### src/rtl/sad_window_trigger.sv
// sad_window_trigger: sliding-window SAD trigger with exclude mask, holdoff, arm modes and trigger counter
module sad_window_trigger #(
  parameter int pREF_SAMPLES = 8,
  parameter int pBITS_PER_SAMPLE = 12,
  parameter int pHOLDOFF_W = 16,
  localparam int pLOG2N = $clog2(pREF_SAMPLES),
  localparam int pSAD_W = pBITS_PER_SAMPLE + pLOG2N,
  localparam int pLAT = 2 + pLOG2N
) (
  input  logic                        clk_adc,
  input  logic                        reset_n,
  input  logic [pBITS_PER_SAMPLE-1:0] adc_datain,
  input  logic                        active,
  input  logic                        armed_and_ready,
  input  logic                        always_armed,
  input  logic                        ref_wr,
  input  logic [pLOG2N-1:0]           ref_addr,
  input  logic [pBITS_PER_SAMPLE-1:0] ref_data,
  input  logic                        ref_excl,
  input  logic [pSAD_W-1:0]           threshold,
  input  logic [pHOLDOFF_W-1:0]       holdoff,
  input  logic                        count_clear,
  output logic                        trigger,
  output logic [pSAD_W-1:0]           sad_out,
  output logic                        sad_valid,
  output logic [15:0]                 trig_count
);
  localparam int N = pREF_SAMPLES;
  localparam int B = pBITS_PER_SAMPLE;
  localparam logic [pLOG2N:0] FULL = (pLOG2N+1)'(N);
  typedef enum logic [1:0] {IDLE, ARMED, HOLD, DONE} state_t;
  state_t                  r_state, w_nxt;
  logic [B-1:0]            r_win [N];
  logic [B-1:0]            r_ref [N];
  logic [N-1:0]            r_excl;
  logic [pLOG2N:0]         r_fill;
  logic [pLAT-2:0]         r_vld;
  logic [pSAD_W-1:0]       r_node [2*N-1];
  logic [B-1:0]            w_absd [N];
  logic [pHOLDOFF_W-1:0]   r_hcnt;
  logic                    r_trig;
  logic [15:0]             r_cnt;
  logic                    w_match, w_fire;

  always_comb
    for (int i = 0; i < N; i++)
      w_absd[i] = r_win[i] >= r_ref[i] ? r_win[i] - r_ref[i] : r_ref[i] - r_win[i];

  always_ff @(posedge clk_adc or negedge reset_n)
    if (!reset_n) begin
      for (int i = 0; i < N; i++) begin
        r_win[i] <= '0;
        r_ref[i] <= '0;
      end
      r_excl <= '0;
      r_fill <= '0;
    end else begin
      for (int i = 0; i < N-1; i++) r_win[i] <= r_win[i+1];
      r_win[N-1] <= adc_datain;
      r_fill <= !active ? '0 : (r_fill == FULL) ? r_fill : r_fill + 1'b1;
      if (ref_wr && r_state == IDLE) begin
        r_ref[ref_addr] <= ref_data;
        r_excl[ref_addr] <= ref_excl;
      end
    end

  // heap-ordered adder tree: leaves at N-1..2N-2, node n sums 2n+1 and 2n+2, root lands pLOG2N stages later
  always_ff @(posedge clk_adc or negedge reset_n)
    if (!reset_n) begin
      for (int n = 0; n < 2*N-1; n++) r_node[n] <= '0;
      r_vld <= '0;
    end else begin
      for (int i = 0; i < N; i++) r_node[N-1+i] <= r_excl[i] ? '0 : pSAD_W'(w_absd[i]);
      for (int n = 0; n < N-1; n++) r_node[n] <= r_node[2*n+1] + r_node[2*n+2];
      r_vld <= active ? {r_vld[pLAT-3:0], r_fill == FULL} : '0;
    end

  assign sad_out = r_node[0];
  assign sad_valid = r_vld[pLAT-2];

  always_ff @(posedge clk_adc or negedge reset_n)
    if (!reset_n) r_state <= IDLE;
    else r_state <= w_nxt;

  always_comb begin
    w_match = sad_valid && (sad_out <= threshold);
    w_nxt = r_state;
    if (!active) w_nxt = IDLE;
    else
      case (r_state)
        IDLE:  w_nxt = (armed_and_ready || always_armed) ? ARMED : IDLE;
        ARMED: w_nxt = (!always_armed && !armed_and_ready) ? IDLE :
                       !w_match ? ARMED : !always_armed ? DONE : (holdoff == '0) ? ARMED : HOLD;
        HOLD:  w_nxt = (r_hcnt <= pHOLDOFF_W'(1)) ? ARMED : HOLD;
        DONE:  w_nxt = armed_and_ready ? DONE : IDLE;
      endcase
  end

  always_comb
    w_fire = active && r_state == ARMED && (always_armed || armed_and_ready) && w_match;

  always_ff @(posedge clk_adc or negedge reset_n)
    if (!reset_n) begin
      r_trig <= 1'b0;
      r_hcnt <= '0;
      r_cnt <= '0;
    end else begin
      r_trig <= w_fire;
      r_hcnt <= !active ? '0 : w_fire ? holdoff : (r_state == HOLD && r_hcnt != '0) ? r_hcnt - 1'b1 : r_hcnt;
      r_cnt <= count_clear ? '0 : (w_fire && r_cnt != '1) ? r_cnt + 1'b1 : r_cnt;
    end

  assign trigger = r_trig;
  assign trig_count = r_cnt;
endmodule
### config.mk
export PLATFORM = sky130hd
export DESIGN_NAME = sad_window_trigger
export DESIGN_NICKNAME = d
export VERILOG_FILES = /design/src/rtl/sad_window_trigger.sv
export SDC_FILE = /design/constraint.sdc
export NUM_CORES = 1
export LEC_CHECK = 0
export CAP_MARGIN = 5
export CORE_MARGIN = 1.5
export CORE_UTILIZATION = 30
export CTS_CLUSTER_DIAMETER = 120
export DETAILED_ROUTE_END_ITERATION = 12
export PLACE_DENSITY = 0.53
export SLEW_MARGIN = 20
export SYNTH_ARGS = -nofsm -noshare
export SYNTH_HDL_FRONTEND = slang
export SYNTH_SLANG_ARGS = --single-unit
### constraint.sdc
create_clock -name clk_adc -period 3.95 [get_ports clk_adc]
set_input_delay 0.5925 -clock clk_adc [delete_from_list [all_inputs] [get_ports clk_adc]]
set_output_delay 0.5925 -clock clk_adc [all_outputs]
set_load 0.1 [all_outputs]
=== Word-level counts from Yosys, hierarchy flattened ===
Index checks and enable logic that the tools add are counted.

* Register bits after elaboration: 444
* Output and inout bits: 33
* Word-level logic and storage cells: 142
* Bits of input ports: 66

* Reductions and logical operators: 17
* Bitwise gates (word level): 1
* Order comparisons: 14
* Eq/ne operators: 7
* Add/subtract/negate cells: 26
* Mux-type cells: 39

{| class="wikitable"
|+ Operators with widths
! cell !! count
|-
| $mux 12 || 17
|-
| $sub 12x12->12 || 16
|-
| $bwmux 96 || 1
|-
| $ge 12x12->1 || 8
|-
| $mux 16 || 5
|-
| $add 12x12->13 || 4
|-
| $add 15x15->15 || 3
|-
| $demux 12 s3 || 1
|-
| $add 16x1->16 const B || 1
|-
| $le 16x1->1 const B || 1
|-
| $logic_not 16->1 || 1
|-
| $ne 16x16->1 const B || 1
|-
| $reduce_bool 16->1 || 1
|-
| $sub 16x1->16 const B || 1
|-
| $le 15x15->1 || 1
|-
| $mux 2 || 7
|-
| $mux 4 || 3
|-
| $logic_and 1x1->1 || 10
|-
| $bwmux 8 || 1
|-
| $pmux 2 s4 || 1
|-
| $add 4x1->4 const B || 1
|-
| $eq 2x2->1 const B || 2
|-
| $eq 4x4->1 const B || 1
|-
| $ge 4x4->1 const B || 1
|-
| 13 further kinds || 15
|}

=== Logic depth before layout (Yosys ltp) ===
Gate-level depths: netlist (run 1).

* Word-level depth: 7
* Gate-level depth with buffers: 14
* Depth with buffers taken out: 13

=== Least setup slack after synthesis (run 1) ===
OpenSTA, ideal clock, no wires.

* Path kind: register to register
* Start point: reg r_win[72] (netlist name)
* End point: reg r_node[100] (netlist name)
* Cell stages (with the launch flop): 14
* Data required time: 3.818 ns
* Slack: 0.886 ns
* Setup time: 0.132 ns
* Arrival: 2.933 ns
* Path buffers: 0
* Clock period less this slack: 3.064 ns
* Path through: dfrtp_1 inv_1 ha_1 inv_1 fa_1 a21o_1 a2111oi_0 o211ai_1 nand2_1 mux2_2 a221oi_1 o21ai_0 xnor2_1 nor2_1

* Longest elaborated chain between the ends: 3
* Elaborated cells on any way between the ends: 5
* Classes of those cells: add/sub (2); order compare (1); mux (2)

{| class="wikitable"
|+ Ends and longest elaborated chain
! what !! line !! source
|-
| start, declared || 33 || <nowiki>logic [B-1:0] r_win [N];</nowiki>
|-
| start signal, assigned by index || 59 || <nowiki>r_win[N-1] <= adc_datain;</nowiki>
|-
| $sub 12x12->12 or $ge 12x12->1 (tied branches) || 47 || <nowiki>w_absd[i] = r_win[i] >= r_ref[i] ? r_win[i] - r_ref[i] : r_ref[i] - r_win[i];</nowiki>
|-
| $mux 12 * || 47 ||
|-
| $mux 12 * || 73 || <nowiki>for (int i = 0; i < N; i++) r_node[N-1+i] <= r_excl[i] ? '0 : pSAD_W'(w_absd[i]);</nowiki>
|-
| end, declared || 38 || <nowiki>logic [pSAD_W-1:0] r_node [2*N-1];</nowiki>
|}

Mark *: on every way between the ends. The rest lies on a longest branch, timed or not.
A chain may end at the register's enable or synchronous reset.

=== Worst setup path after layout (run 1) ===
* Start point: reg r_win[72] (netlist name)
* End point: reg r_node[95] (netlist name)

The elaborated chain is that of the path after synthesis.

==> impl_metrics.json, run 1 <==
{
  "drive_above_1_share_pct": 8.954,
  "diodes": 0,
  "finalSetupViolCount": 0,
  "drt_pass1_iterations": 7,
  "coreArea_um2": 85550,
  "grt_use_met1_pct": 20.25,
  "finalMaxSlewViolations": 0,
  "num_vias": 18179,
  "initial_core_util_pct": 30.37,
  "tightestPinTransition_ns": 1.044,
  "root_buffer": "clkbuf_16",
  "p_switching_w": 0.008479,
  "endpoint_kind": "flip-flop",
  "crit_required_ns": 4.43,
  "drv_cap": 0,
  "dp_slack_ns": 0.2717,
  "drt-total-wl_um": 62150,
  "vdd_drop_max_mv": 0.3597,
  "hold_viol_final": 0,
  "die-area_um2": 88380,
  "final_period_minus_worst_setup_slack_ns": 3.549,
  "synth_top_area_cell": "dfrtp_1",
  "grt_pass1_vias": 17616,
  "antenna_found_initial": 1,
  "die_h_um": 297.3,
  "viasPerCell": 4.699,
  "drt_iter0_drc": 834,
  "critPathKind": "flip-flop to flip-flop",
  "ys_ff_latch": 434,
  "ys_async_sr_fraction_pct": 100.0,
  "sw_frac_of_total_pct": 39.27,
  "synth_commonest_cells": "dfrtp_1, inv_1, ha_1",
  "yosysSeqAreaShare_pct": 41.80,
  "post_synth_instance_area_um2": 25980,
  "arrival_ns": 4.03,
  "start_kind": "flip-flop",
  "met3_usage_pct": 2.155,
  "pwr-share-clk_pct": 23.3,
  "avgSynthCellArea_um2": 10.03,
  "grt_max_degree": 84,
  "synth_edf_count": 0,
  "relSlewSlack_pct": 30.20,
  "power.leakage_nw": 14.42,
  "clock_skew_ns": 0.03017,
  "status": "finished clean",
  "internal_power_w": 0.01311,
  "gp_congestion": 0.8627,
  "synthCells": 2590,
  "dp_hpwl_um": 48550,
  "power_frac_comb_pct": 45.7,
  "dp.cells": 3775,
  "p_seq_share_pct": 30.9,
  "ant_nets": 0,
  "wire_per_inst_um": 16.06,
  "yosys.area.top_type_share_pct": 41.80,
  "finalSetupTns_ns": 0,
  "yosysWarnings": 0,
  "grt-busiest-layer": "met2",
  "htreeDepth": 2,
  "min_path_type": "flip-flop to flip-flop",
  "grt_use_met2_pct": 22.04,
  "grt_usage_pct": 14.04,
  "clk_pin_slew_ns": 0.06,
  "yosys.cell_types.count": 73,
  "final_util_pct": 35.21,
  "port_buffers": 98,
  "grt-ovfl-total": 0,
  "io_pins": 99,
  "nNetsFinal": 3066,
  "syn_nets": 2971,
  "cts_buffer_depth": 3,
  "num_rows": 107,
  "die_w_um": 297.3,
  "cts_buffers": 51,
  "cp_max_fo": 8,
  "fmax_mhz": 281.7,
  "rsz0062_at_grt": "no",
  "synth_area_leaders": "dfrtp_1, ha_1, inv_1, mux2_2, xnor2_1",
  "ys_dominant_reg_cell": "dfrtp_1",
  "total_power_w": 0.02159,
  "stdcell_count": 3869,
  "yosysMostFrequentCell": "dfrtp_1",
  "fin_ws_ns": 0.4005,
  "tritoncts": "built",
  "finalCritPeriodShare_pct": 89.86,
  "clock_latency_ns": 0.61,
  "clock_sinks": 434,
  "areaGrowthSynthToFinish_pct": 15.95,
  "p_per_area_nw_per_um2": 716.7,
  "grt_pass1_wl_um": 99720,
  "route.detailed.drc": 0
}
==> per-stage QoR <==
stage          instance area (um2)  hold slack (ns)
3_3_place_gp                 28280           0.3774
6_report                     30120           0.3834
4_1_cts                      30120           0.3881
3_5_place_dp                 28280           0.3772
5_1_grt                      30120           0.3905
2_1_floorplan                25980           0.2969
==> per-layer routing <==
layer	wire length [um]	vias to the layer above
li1	-	9016
met1	30930	8746
met2	27520	341
met3	2547	76
met4	1151	0
met5	0	-
==> registers in the layout, summed over array words and instances, names as in the netlist, 2 cells and up <==
name        count
r_ref          96
r_vld           4
r_win          96
r_state         2
r_node        176
r_excl          8
trig_count     16
r_hcnt         16
sad_out        15
r_fill          4
==> layout by cell type (no fill, tap or decap), drive strengths merged, types with 97 or more instances in the layout <==
master         instances
inv                  322
a21oi                161
nand2                108
o21ai                123
ha                   292
clkdlybuf4s50         97
dfrtp                434
mux2                 106
nor2                 215
xnor2                105
==> cell type report <==
cell class	instances	area, um2
timing repair buffer	128	1276
fill	8552	55430
clock inverter	28	427.9
sequential	434	10860
clock buffer	65	1399
inverter	318	1194
tap	1144	1431
multi-input combinational	1752	13530
==> worst max-delay path: stages (launching register included) <==
cell and delay [ns]:
dfrtp_1 0.39, inv_1 0.06, ha_1 0.16, inv_1 0.06, fa_1 0.39, a21o_1 0.19, a2111oi_1 0.53, o211ai_1 0.27
nand2_2 0.21, buf_4 0.21, mux2i_1 0.27, o21ai_0 0.12, a221oi_1 0.31, xor2_1 0.20, nor2_1 0.05
==> worst paths after layout <==
kind,start,endpoint,slack (ns),cells past startpoint
max,r_win[72],r_node[95],0.40,14
min,r_win[83],r_win[95],0.38,0
max reg2reg,r_win[72],r_node[95],0.40,14
min reg2reg,r_win[83],r_win[95],0.38,0
max in group asynchronous,reset_n,r_win[80],2.34,3
min in group asynchronous,reset_n,r_ref[8],0.56,2
==> power groups by stage <==
stage	registers (W)	logic (W)	clock network, W
2_1_floorplan	0.00631	0.00782	0
3_3_place_gp	0.00679	0.00983	0
3_5_place_dp	0.00679	0.00985	0
4_1_cts	0.00672	0.00991	0.00521
5_1_grt	0.00683	0.0111	0.00538
6_report	0.00668	0.00987	0.00504
==> what timing repair did <==
action	CTS	global route
gates resized for setup	0	2
hold buffers	1	0
endpoints found under the setup margin	0	2
endpoints found under the hold margin	23	0
setup buffers	0	0
==> cells by family after synthesis <==
logic type,count (synthesis),share of synthesized area (%)
AND/OR/NAND/NOR,563,10.41
multiplexers,166,6.906
AO/OA/AOI/OAI,560,13.89
XOR/XNOR,148,4.989
adder cells (fa/ha/maj),315,15.84
buffers and inverters,404,6.165
flip-flops,434,41.80
(Power assumes the default switching activity.)
==> inputs of run 2 (changes only) <==
--- a/config.mk
+++ b/config.mk
@@ -5,11 +5,12 @@
 export SDC_FILE = /design/constraint.sdc
 export NUM_CORES = 1
 export LEC_CHECK = 0
-export CAP_MARGIN = 5
+export CAP_MARGIN = 20
 export CORE_MARGIN = 1.5
 export CORE_UTILIZATION = 30
 export CTS_CLUSTER_DIAMETER = 120
 export DETAILED_ROUTE_END_ITERATION = 12
+export GPL_ROUTABILITY_DRIVEN = 0
 export PLACE_DENSITY = 0.53
 export SLEW_MARGIN = 20
 export SYNTH_ARGS = -nofsm -noshare
==> constraint.sdc (replaced) <==
create_clock -name clk_adc -period 4.5 [get_ports clk_adc]
set_input_delay 0.675 -clock clk_adc [delete_from_list [all_inputs] [get_ports clk_adc]]
set_output_delay 0.675 -clock clk_adc [all_outputs]
set_load 0.1 [all_outputs]
==> run 2 against run 1 <==
Maximum frequency down 2.7%. Hold slack worse by 0.28 ns. Critical path depth unchanged. Core utilization shrank 0.18 points. Total power is 13% lower. Register-to-register slack improved by 0.45 ns. Sequential power down 12%. Clock power is 16% lower. Critical endpoint unchanged. Largest cell class unchanged. Largest power group unchanged. Highest routed layer unchanged.
==> impl_metrics.json, run 2 (synthesis gave the netlist of run 1 again) <==
{
  "arrival_ns": 4.12,
  "grt_usage_pct": 14.03,
  "cts_buffer_depth": 3,
  "die-area_um2": 88380,
  "grt_max_degree": 91,
  "status": "finished clean",
  "io_pins": 99,
  "regMostFlops": "r_node",
  "total_power_w": 0.01874,
  "finalSetupViolCount": 0,
  "finalMaxSlewViolations": 0,
  "final_cell_mix": "dfrtp_1, inv_1, ha_1",
  "final_common_cell": "dfrtp_1",
  "finalSetupTns_ns": 0,
  "critPathKind": "flip-flop to flip-flop",
  "drt-total-wl_um": 61800,
  "drt_pass1_iterations": 5,
  "cp_max_fo": 8,
  "drive_above_1_share_pct": 8.680,
  "route.detailed.drc": 0,
  "postCtsSetupRepairBufs": 0,
  "cts.hold.buffers_added": 0,
  "num_vias": 17990,
  "power_frac_comb_pct": 46.0,
  "antenna_found_initial": 0,
  "die_h_um": 297.3,
  "die_w_um": 297.3,
  "nNetsFinal": 3060,
  "drv_cap": 0,
  "p_switching_w": 0.007363,
  "tritoncts": "built",
  "dp_hpwl_um": 48560,
  "htreeDepth": 2,
  "crit_required_ns": 4.98,
  "start_kind": "flip-flop",
  "p_seq_share_pct": 31.3,
  "clock_latency_ns": 0.62,
  "clock_skew_ns": 0.05030,
  "fin_ws_ns": 0.8531,
  "hold_viol_final": 0,
  "fmax_mhz": 274.2,
  "rsz0062_at_grt": "no",
  "finalCritPeriodShare_pct": 81.04,
  "p_per_area_nw_per_um2": 625.3,
  "ant_nets": 0,
  "initial_core_util_pct": 30.37,
  "largest_reg_flops": 176,
  "final_util_pct": 35.03,
  "viasPerCell": 4.657,
  "endpoint_kind": "flip-flop",
  "coreArea_um2": 85550,
  "drt_iter0_drc": 1088,
  "biggestRegsByFlops": "r_node: 176 flops, r_ref: 96 flops, r_win: 96 flops",
  "areaGrowthSynthToFinish_pct": 15.35,
  "pwr-share-clk_pct": 22.7,
  "grt-ovfl-total": 0,
  "relSlewSlack_pct": 30.20,
  "num_rows": 107,
  "dp_slack_ns": 0.7066,
  "internal_power_w": 0.01138,
  "sw_frac_of_total_pct": 39.29,
  "grt_pass1_wl_um": 99810,
  "tightestPinTransition_ns": 1.044,
  "cts_buffers": 50,
  "diodes": 0,
  "clk_pin_slew_ns": 0.06,
  "power.leakage_nw": 14.37,
  "port_buffers": 98,
  "clock_sinks": 434,
  "grt_pass1_vias": 17570,
  "post_cts_resized": 0,
  "vdd_drop_max_mv": 0.3709,
  "min_path_type": "input port to async pin",
  "wire_per_inst_um": 16.00,
  "root_buffer": "clkbuf_16",
  "final_period_minus_worst_setup_slack_ns": 3.647
}
run 2: changes by cell type in the layout (fill, tap and decap cells not counted), moves of 3 or more:
| cell | delta |
|---|---|
| clkbuf_8 | +6 |
| clkinvlp_4 | -5 |
| clkinv_2 | +3 |
| bufinv_16 | -3 |
run 2: through the flow:
step | std cells | hold slack, ns | instance area (um2)
floorplan | 2590 | 0.3597 | 25980
global placement | 3771 | 0.3883 | 28230
detailed placement | 3771 | 0.3937 | 28230
CTS | 3863 | 0.1021 | 29970
global route | 3863 | 0.1425 | 29970
finish | 3863 | 0.1071 | 29970
run 2: power groups by stage:
stage,logic (W),clock network [W],registers (W)
after floorplan,0.00686,0,0.00554
after global placement,0.00859,0,0.00596
after detailed placement,0.00861,0,0.00597
after CTS,0.00868,0.00439,0.00590
after global routing,0.00975,0.00456,0.00599
final,0.00862,0.00425,0.00587
run 2: per-layer routing:
layer	global-route usage (%)	routed length [um]	share of wire, %
met1	20.14	30590	49
met2	21.75	27050	44
met3	2.352	2865	4.6
met4	3.681	1293	2.1
met5	0	0	0
run 2: path summary, 6_finish.rpt:
path,from,to,slack [ns],depth (start not counted)
worst max-delay path,r_win[72],r_node[95],0.85,14
worst min-delay path,reset_n,r_win[11],0.11,1
worst max register to register,r_win[72],r_node[95],0.85,14
worst min register to register,r_win[12],r_win[24],0.41,0
max in group asynchronous,reset_n,r_node[146],3.41,2
min in group clk_adc,r_win[12],r_win[24],0.41,0
run 2: cell type report:
class / instances / area, um2
sequential: 434 / 10860
multi-input combinational: 1752 / 13530
tap: 1144 / 1431
inverter: 318 / 1194
clock buffer: 72 / 1464
fill: 8612 / 55580
clock inverter: 20 / 276.5
timing repair buffer: 123 / 1211
run 2: critical path: stages (launching register included):
cell and delay [ns]:
dfrtp_1 0.39, inv_1 0.06, ha_1 0.17, inv_1 0.05, fa_1 0.38, a21o_1 0.19
a2111oi_0 0.58, o211ai_1 0.26, nand2_1 0.28, buf_4 0.24, mux2i_1 0.28, o21ai_0 0.11
a221oi_1 0.29, xor2_1 0.18, nor2_1 0.05
